**config.mk**
```make
export PLATFORM = sky130hd
export DESIGN_NAME = cp0_reg
export DESIGN_NICKNAME = d
export VERILOG_FILES = /design/src/rtl/cp0_reg.sv
export SDC_FILE = /design/constraint.sdc
export NUM_CORES = 1
export LEC_CHECK = 0
export BUFFER_PORTS_ARGS = -buffer_cell sky130_fd_sc_hd__buf_4
export CAP_MARGIN = 30
export CORE_AREA = 2 2 118 120
export CTS_CLUSTER_DIAMETER = 200
export CTS_CLUSTER_SIZE = 16
export DETAILED_ROUTE_END_ITERATION = 10
export DIE_AREA = 0 0 120 122
export PLACE_DENSITY = 0.74
export SLEW_MARGIN = 30
export SYNTH_ARGS = -nofsm -noshare
export SYNTH_HDL_FRONTEND = slang
export SYNTH_SLANG_ARGS = --single-unit
```
**constraint.sdc**
```tcl
create_clock -name clk -period 1.34 [get_ports clk]
set_input_delay 0.201 -clock clk [delete_from_list [all_inputs] [get_ports clk]]
set_output_delay 0.201 -clock clk [all_outputs]
set_load 0.02 [all_outputs]
```
**src/rtl/cp0_reg.sv**
```systemverilog
// cp0_reg: system coprocessor 0 register file for the OpenMIPS pipeline.
// Serves the execute stage's MFC0 read port and commits MTC0 writes from
// writeback. It also holds the Count/Compare timer, samples the external
// interrupt lines into Cause, and exports the architectural registers.
//
// Build option: define CP0_TIMER_EN to implement Count, Compare and the timer
// interrupt. When it is undefined, registers 9 and 11 read as zero, writes to
// them are dropped, and timer_int_o is tied low.
module cp0_reg #(
    parameter logic [31:0] PRID_VALUE   = 32'h004C0102,
    parameter logic [31:0] CONFIG_VALUE = 32'h00008000,
    parameter logic [31:0] STATUS_RST   = 32'h10000000
) (
    input  logic        clk,
    input  logic        rst,
    input  logic        we_i,
    input  logic [4:0]  waddr_i,
    input  logic [31:0] data_i,
    input  logic [4:0]  raddr_i,
    input  logic [5:0]  int_i,
    output logic [31:0] data_o,
    output logic [31:0] count_o,
    output logic [31:0] compare_o,
    output logic [31:0] status_o,
    output logic [31:0] cause_o,
    output logic [31:0] epc_o,
    output logic [31:0] config_o,
    output logic [31:0] prid_o,
    output logic        timer_int_o
);

    localparam logic [4:0] REG_COUNT   = 5'd9;
    localparam logic [4:0] REG_COMPARE = 5'd11;
    localparam logic [4:0] REG_STATUS  = 5'd12;
    localparam logic [4:0] REG_CAUSE   = 5'd13;
    localparam logic [4:0] REG_EPC     = 5'd14;
    localparam logic [4:0] REG_PRID    = 5'd15;
    localparam logic [4:0] REG_CONFIG  = 5'd16;

    logic [31:0] status;
    logic [31:0] cause;
    logic [31:0] epc;

    // Status, Cause and EPC; Cause IP[15:10] tracks the interrupt pins every cycle
    always_ff @(posedge clk) begin
        // NOTE: non-blocking assignments keep every register reading its
        // pre-edge value, so the ordering of statements here cannot matter.
        if (rst) begin
            status <= STATUS_RST;
            cause  <= '0;
            epc    <= '0;
        end else begin
            cause[15:10] <= int_i;
            if (we_i) begin
                case (waddr_i)
                    REG_STATUS: status <= data_i;
                    REG_CAUSE: begin
                        // Only IV, WP and the two software IP bits are writable
                        cause[23:22] <= data_i[23:22];
                        cause[9:8]   <= data_i[9:8];
                    end
                    REG_EPC:    epc <= data_i;
                    default:    ;
                endcase
            end
        end
    end

`ifdef CP0_TIMER_EN
    logic [31:0] count;
    logic [31:0] compare;
    logic        timer_int;

    // Free-running Count, Compare, and the sticky timer request
    always_ff @(posedge clk) begin
        if (rst) begin
            count     <= '0;
            compare   <= '0;
            timer_int <= 1'b0;
        end else begin
            count <= count + 32'd1;
            // The match uses the registered count, so a Count write on the
            // same edge cannot hide a match that was already present.
            if (compare != 32'd0 && count == compare) begin
                timer_int <= 1'b1;
            end
            if (we_i && waddr_i == REG_COUNT) begin
                count <= data_i;
            end
            // A Compare write acknowledges the timer and beats a same-edge match
            if (we_i && waddr_i == REG_COMPARE) begin
                compare   <= data_i;
                timer_int <= 1'b0;
            end
        end
    end

    assign count_o     = count;
    assign compare_o   = compare;
    assign timer_int_o = timer_int;
`else
    assign count_o     = '0;
    assign compare_o   = '0;
    assign timer_int_o = 1'b0;
`endif

    assign status_o = status;
    assign cause_o  = cause;
    assign epc_o    = epc;
    assign config_o = CONFIG_VALUE;
    assign prid_o   = PRID_VALUE;

    // Read mux with no write bypass; the execute stage forwards from mem/wb itself
    always_comb begin
        // NOTE: the default assignment first means every path drives data_o,
        // so no latch is inferred for unlisted register numbers.
        data_o = '0;
        case (raddr_i)
            REG_COUNT:   data_o = count_o;
            REG_COMPARE: data_o = compare_o;
            REG_STATUS:  data_o = status;
            REG_CAUSE:   data_o = cause;
            REG_EPC:     data_o = epc;
            REG_PRID:    data_o = PRID_VALUE;
            REG_CONFIG:  data_o = CONFIG_VALUE;
            default:     data_o = '0;
        endcase
    end

endmodule
```
# ---- Word level (Yosys, flattened, before mapping)
# Index checks and enable logic that the tools add are counted.
dict set report word_totals {
  reg_bits 74
  input_bits 51
  out_inout_bits 257
  word_cells 16
}
dict set report classes {
  n_eq_ne 8
  n_mux 1
  n_reduce_logical 3
}
# operator n
set ops {}
lappend ops {{one-hot mux 32 bit (5 select lines)} 1}
lappend ops {{equality test 5 x 4 -> 1 bit (second input constant)} 7}
lappend ops {{AND reduction 2 bit} 3}
lappend ops {{equality test 5 bit (second input constant)} 1}

# ---- Depth between registers and ports, before layout
# Gate-level depths: netlist of run 1.
dict set report logic_depth {
  word_depth 2
  mapped_depth 5
  depth_no_buf 3
}

# ---- Worst setup path before layout of run 1
# OpenSTA, ideal clock, no wires.
dict set report synth_timing {
  kind {in2out}
  start {in raddr_i[1]}
  end {out data_o[10]}
  arrival_time_ns 1.258
  required_ns 1.139
  path_slack_ns -0.119
  stages 5
  n_path_buf 2
  cell_sequence {buf_4 buf_4 mux2i_1 or2_2 a21oi_1}
}
dict set report synth_between {
  elab_chain_cells 2
  word_cells_on_any_way 6
  cone_classes {5 x eq/ne; 1 x mux}
}
# item line
set synth_rtl {}
lappend synth_rtl {{from (decl)} 19} ;# input logic [4:0] raddr_i,
lappend synth_rtl {{equality test 5 bit / equality test 5 x 4 -> 1 bit (equally long branches)} 118} ;# case (raddr_i)
lappend synth_rtl {{one-hot mux 32 bit (5 select lines) (*)} 118}
lappend synth_rtl {{to (decl)} 21} ;# output logic [31:0] data_o,
# Mark *: on every way between the ends. The rest lies on a longest branch, timed or not.

# ---- Worst setup path after layout of run 1
dict set report layout_timing {
  start {in raddr_i[4]}
  end {out data_o[21]}
}
# Same word-level chain as after synthesis.

==> results.toml, run 1 <==
[synthesis]
synth_enable_flop_cells = 0
synth_ff_type = "sky130_fd_sc_hd__dfxtp_1"
yosysWarnings = 0
synth.avg_cell_area_um2 = 9.291
synth_simple_gate_area_share = 0.1886
synth_adder_area_share = 0
synth_compound_area_frac = 0.06242
cell_type_with_the_highest_aggregate_area_in_the_netlist = "sky130_fd_sc_hd__dfxtp_1"
most_frequent_cell_after_synthesis = "sky130_fd_sc_hd__buf_4"
post-synth-top-area-fraction = 0.3145
yosys.area_share.xor_xnor = 0
post_synthesis_cells = 507
synth.cell_area_um2 = 4711
synth-seq-cells = 74
synth_top_family_by_area = "buffers and inverters"
share_of_synthesized_area_spent_on_multiplexers = 0.1620
synth-async-reset-ratio = 0
synth_common_cells = "sky130_fd_sc_hd__buf_4 (158), sky130_fd_sc_hd__nand2b_1 (98), sky130_fd_sc_hd__dfxtp_1 (74), sky130_fd_sc_hd__mux2i_1 (74), sky130_fd_sc_hd__a22o_1 (20)"
synthTopCellsByArea = "sky130_fd_sc_hd__dfxtp_1 (31%), sky130_fd_sc_hd__buf_4 (25%), sky130_fd_sc_hd__mux2i_1 (16%)"
synth.yosys.seq_area_share = 0.3145
ys_types = 33

[die]
die-height_um = 122
pin_count = 308
placementRows = 43
floorplan.core_area_um2 = 13500
die_w_um = 120
starting_density_of_the_core = 0.3488
die-area_um2 = 14640

[critical_path]
worstPathArrival_ps = 1280
worst-setup-path-type = "primary input to output pin"
worstSetupStartpointType = "primary input"
worstSetupStartpoint = "raddr_i[4]"
crit_path_max_fanout = 5
worstReg2RegStart = "epc_o[28]"
cp_data_required_time_ps = 1140
critical_path.endpoint_type = "output pin"

[power_and_ir_drop]
power.leakage_uw = 0.003221
p_sw_uw = 1635
power_density_nw_per_um2 = 885.9
max-vdd-ir-drop_uv = 592.5
power_uw = 5716
swShare = 0.2860
share_clk_of_total_power = 0.447
internal_power_uw = 4081
p_seq_frac = 0.392
power.share.combinational = 0.161

[drt]
postRouteAntennaNets = 0
num_vias = 3596
detailedRoute.firstIterationViolations = 128
post_drt_via_cell_ratio = 4.105
detail_route.first_pass.iterations = 4
drc_errors = 0
routed_wirelength_mm = 12.19
drt-wirelength-per-cell_um = 13.91

[placed_design]
dp_slack_ps = -106.6
detailedPlacementHpwl_mm = 8.656
gpl.final_weighted_congestion = 0.7968
port_buffers = 156
post-place-cells = 837

[finish]
post-route-util = 0.4778
multiInputGateArea_um2 = 2620
share_of_cells_above_drive_strength_1 = 0.3836
syn_to_final_growth_pct = 36.97
sequential_cell_area_um2 = 1513
antenna-diode-count = 0
final_nets = 742
fin_cells = 876
fillCellCount = 1286

[hold_path]
hold_path.startpoint = "int_i[1]"
hold_path.class = "primary input to flip-flop"

[run_status]
failing_checks = "negative setup slack"
outcome = "complete, but fails checks"

[clock_network]
clk_latency_ps = 340
cts_tree = "yes"
clock_sinks = 74
post_cts_hold_buffer_count = 0
clock-root-buffer = "sky130_fd_sc_hd__clkbuf_16"
cts.clk_slew.worst_paths_ps = 60
cts_buffer_depth = 2
tritoncts_buffers = 9
clock_tree.htree_level_count = 3

[global_routing]
grt_first_pass_wirelength_mm = 17.82
gr-total-overflow = 0
largest_net_degree_at_the_start_of_global_routing = 55
antenna_violations_before_repair = 0
grt_pass1_vias = 3342
globalRouteTotalUtil = 0.1582

[timing]
finalSetupViolations = 29
timing.final.ws_setup_ps = -143.0
maxClockFrequency_ghz = 0.6743
grt_setup_unrepaired = "yes"
layout_worst_path_cycle_share = 1.107
hold_violations = 0
finClkSkew_ps = 0
timing.final.crit_period_ps = 1483
setup_total_negative_slack_ps = -3137
final_max_slew_viol_count = 0

[flow_run]
drv_cap = 0
## flip-flops by register name, indices dropped and copies added, names as in the netlist
signal,cells
cause_o,10
status_o,32
epc_o,32
## metal layers
layer,share of wire,track usage
met1,0.41,0.1864
met2,0.50,0.2702
met3,0.077,0.04448
met4,0.018,0.06544
met5,0,0
## worst max-delay path: stages
cell	delay [ps]
sky130_fd_sc_hd__buf_6	90
sky130_fd_sc_hd__nand3b_4	180
sky130_fd_sc_hd__nor3b_4	200
sky130_fd_sc_hd__buf_6	170
sky130_fd_sc_hd__clkbuf_16	160
sky130_fd_sc_hd__a22o_1	150
sky130_fd_sc_hd__buf_6	120
## power groups by stage
stage          Combinational (µW)  Sequential [µW]  Clock, µW
6_report                      920             2240       2550
3_5_place_dp                  876             2290          0
4_1_cts                       893             2240       2650
5_1_grt                       993             2240       2710
3_3_place_gp                  871             2290          0
2_1_floorplan                 919             2320          0
## stage by stage
| step | area (µm²) | hold WS, ps |
|---|---|---|
| final | 6452 | 74.69 |
| after global routing | 6452 | 66.47 |
| after CTS | 6309 | 57.35 |
| after detailed placement | 5708 | 418.8 |
| after global placement | 5708 | 412.3 |
| after floorplan | 5304 | 329.2 |
## layout by cell type (no fill, tap or decap), drive strengths merged, types with 2 or more instances in the layout
cell	instances
a21oi	9
nand2b	98
nor3	3
nand3b	2
nand2	10
clkbuf	13
or2	5
mux2i	74
nor2b	8
a2bb2oi	2
buf	199
inv	2
a22o	20
mux2	2
dfxtp	74
conb	151
o21ai	3
o221a	2
nor2	6
## area by class of cell
class,count,area share
clock inverter,5,0.009308
multi-input combinational,405,0.4060
timing repair buffer,201,0.2761
clock buffer,11,0.03917
tap,180,0.03490
sequential,74,0.2344
## worst paths after layout
check,to,slack (ps),cells past startpoint
setup / recovery,data_o[21],-140,7
hold / removal,cause_o[11],70,2
setup reg to reg,epc_o[28],580,2
hold reg to reg,epc_o[10],490,2
## logic make-up after synthesis
family | after synthesis
AO/OA/AOI/OAI | 38
buffers and inverters | 177
flip-flops | 74
multiplexers | 76
other | 2
AND/OR/NAND/NOR | 140
## repair_timing
item                       4_1_cts  5_1_grt
gates resized for setup         56       18
setup endpoints to repair       32       32
gates cloned                     0        3
pin swaps                        7       26
setup buffers                   17        3
Power figures use the tool's default switching activity.
==> run 2: changes to the inputs <==
--- a/config.mk
+++ b/config.mk
@@ -13,6 +13,8 @@
 export DETAILED_ROUTE_END_ITERATION = 10
 export DIE_AREA = 0 0 120 122
 export PLACE_DENSITY = 0.74
+export REMOVE_ABC_BUFFERS = 1
+export SETUP_SLACK_MARGIN = 0.1
 export SLEW_MARGIN = 30
 export SYNTH_ARGS = -nofsm -noshare
 export SYNTH_HDL_FRONTEND = slang
==> results.toml, run 2 (synthesis gave the netlist of run 1 again) <==
[clock_network]
clock-root-buffer = "sky130_fd_sc_hd__clkbuf_16"
clk_latency_ps = 330
clock_tree.htree_level_count = 3
cts_tree = "yes"
cts.clk_slew.worst_paths_ps = 60
clock_sinks = 74
tritoncts_buffers = 9
post_cts_hold_buffer_count = 0
cts_buffer_depth = 2

[drt]
drt-wirelength-per-cell_um = 14.09
post_drt_via_cell_ratio = 4.127
drc_errors = 0
detail_route.first_pass.iterations = 4
detailedRoute.firstIterationViolations = 98
num_vias = 3673
routed_wirelength_mm = 12.54
postRouteAntennaNets = 0

[power_and_ir_drop]
max-vdd-ir-drop_uv = 653.9
internal_power_uw = 4096
share_clk_of_total_power = 0.434
swShare = 0.2758
p_sw_uw = 1560
power_density_nw_per_um2 = 857.3
power_uw = 5656
p_seq_frac = 0.397
power.leakage_uw = 0.003314
power.share.combinational = 0.169

[timing]
layout_worst_path_cycle_share = 1.120
finClkSkew_ps = 0
timing.final.crit_period_ps = 1501
maxClockFrequency_ghz = 0.6662
hold_violations = 0
grt_setup_unrepaired = "yes"
finalSetupViolations = 29
timing.final.ws_setup_ps = -160.9
final_max_slew_viol_count = 0

[finish]
layout.cells.most_common = "sky130_fd_sc_hd__buf_4"
antenna-diode-count = 0
final_nets = 756
share_of_cells_above_drive_strength_1 = 0.3986
syn_to_final_growth_pct = 40.05
post-route-util = 0.4886
most-common-layout-cells = "sky130_fd_sc_hd__buf_4 (168), sky130_fd_sc_hd__conb_1 (151), sky130_fd_sc_hd__nand2b_1 (98)"

[die]
placementRows = 43
pin_count = 308
die_w_um = 120
die-height_um = 122
die-area_um2 = 14640
starting_density_of_the_core = 0.3488
floorplan.core_area_um2 = 13500

[placed_design]
detailedPlacementHpwl_mm = 8.964
port_buffers = 156
gpl.final_weighted_congestion = 0.7500
dp_slack_ps = -171.3

[critical_path]
worstReg2RegStart = "epc_o[28]"
crit_path_max_fanout = 2
worstPathArrival_ps = 1300
cp_data_required_time_ps = 1140
worstSetupStartpointType = "flip-flop"
critical_path.endpoint_type = "output pin"
worstSetupStartpoint = "status_o[15]"
worst-setup-path-type = "flip-flop to output pin"

[hold_path]
hold_path.class = "primary input to flip-flop"
hold_path.startpoint = "int_i[2]"

[run_status]
outcome = "complete, but fails checks"
failing_checks = "negative setup slack"

[global_routing]
grt_first_pass_wirelength_mm = 17.92
largest_net_degree_at_the_start_of_global_routing = 53
grt_pass1_vias = 3293
antenna_violations_before_repair = 0
gr-total-overflow = 0
globalRouteTotalUtil = 0.1586

[flow_run]
drv_cap = 0
run 2: cell types whose count changed in the layout (fill, tap and decap cells not counted), sizes merged:
cell	delta
inv	-2
clkinvlp	-1
clkbuf	+2
buf	+15
run 2: metal layers:
metal  global-route usage  vias to the layer above  share of wire
met5                    0                        -              0
met4              0.06544                        0          0.018
met3              0.03371                       15          0.059
met2               0.2681                      163           0.50
met1               0.1960                     1733           0.42
li1                     -                     1762              -
run 2: repair_timing:
item	in CTS	in global routing
gates resized for setup	72	29
pin swaps	16	23
setup endpoints to repair	32	32
buffers inserted	19	12
gates cloned	2	1
run 2: power groups by stage:
| stage | logic (µW) | clock network, µW | registers [µW] |
|---|---|---|---|
| after floorplan | 526 | 0 | 2320 |
| after global placement | 867 | 0 | 2290 |
| after detailed placement | 872 | 0 | 2290 |
| after CTS | 913 | 2530 | 2240 |
| after global routing | 1030 | 2630 | 2250 |
| final | 958 | 2450 | 2240 |
run 2: final cells by class:
| cell class | count | area, µm² |
|---|---|---|
| repair buffers | 215 | 1919 |
| flip-flops and latches | 74 | 1513 |
| clock buffers | 14 | 264.0 |
| fillers | 1257 | 6907 |
| multi-input cells | 405 | 2641 |
| clock inverters | 2 | 35.03 |
| well taps | 180 | 225.2 |
run 2: per-stage QoR:
stage                     hold WS, ps  instance area, µm²  setup TNS, ps  std cells
after floorplan                 270.1                3994         -16990        479
after global placement          411.4                5672          -3348        840
after detailed placement        418.3                5672          -4376        840
after CTS                       69.13                6374          -3517        877
after global routing            83.69                6598          -4818        890
final                           77.39                6598          -3389        890
run 2: critical path: stages, from the launching register on:
cell,delay (ps)
sky130_fd_sc_hd__dfxtp_2,320
sky130_fd_sc_hd__a22o_1,220
sky130_fd_sc_hd__a211o_1,290
sky130_fd_sc_hd__buf_6,140
run 2: path summary, 6_finish.rpt:
kind | to | slack (ps) | cells past startpoint
worst min-delay path | cause_o[12] | 80 | 2
worst max register to register | epc_o[28] | 520 | 2
worst min register to register | status_o[1] | 480 | 2
worst max-delay path | data_o[15] | -160 | 3
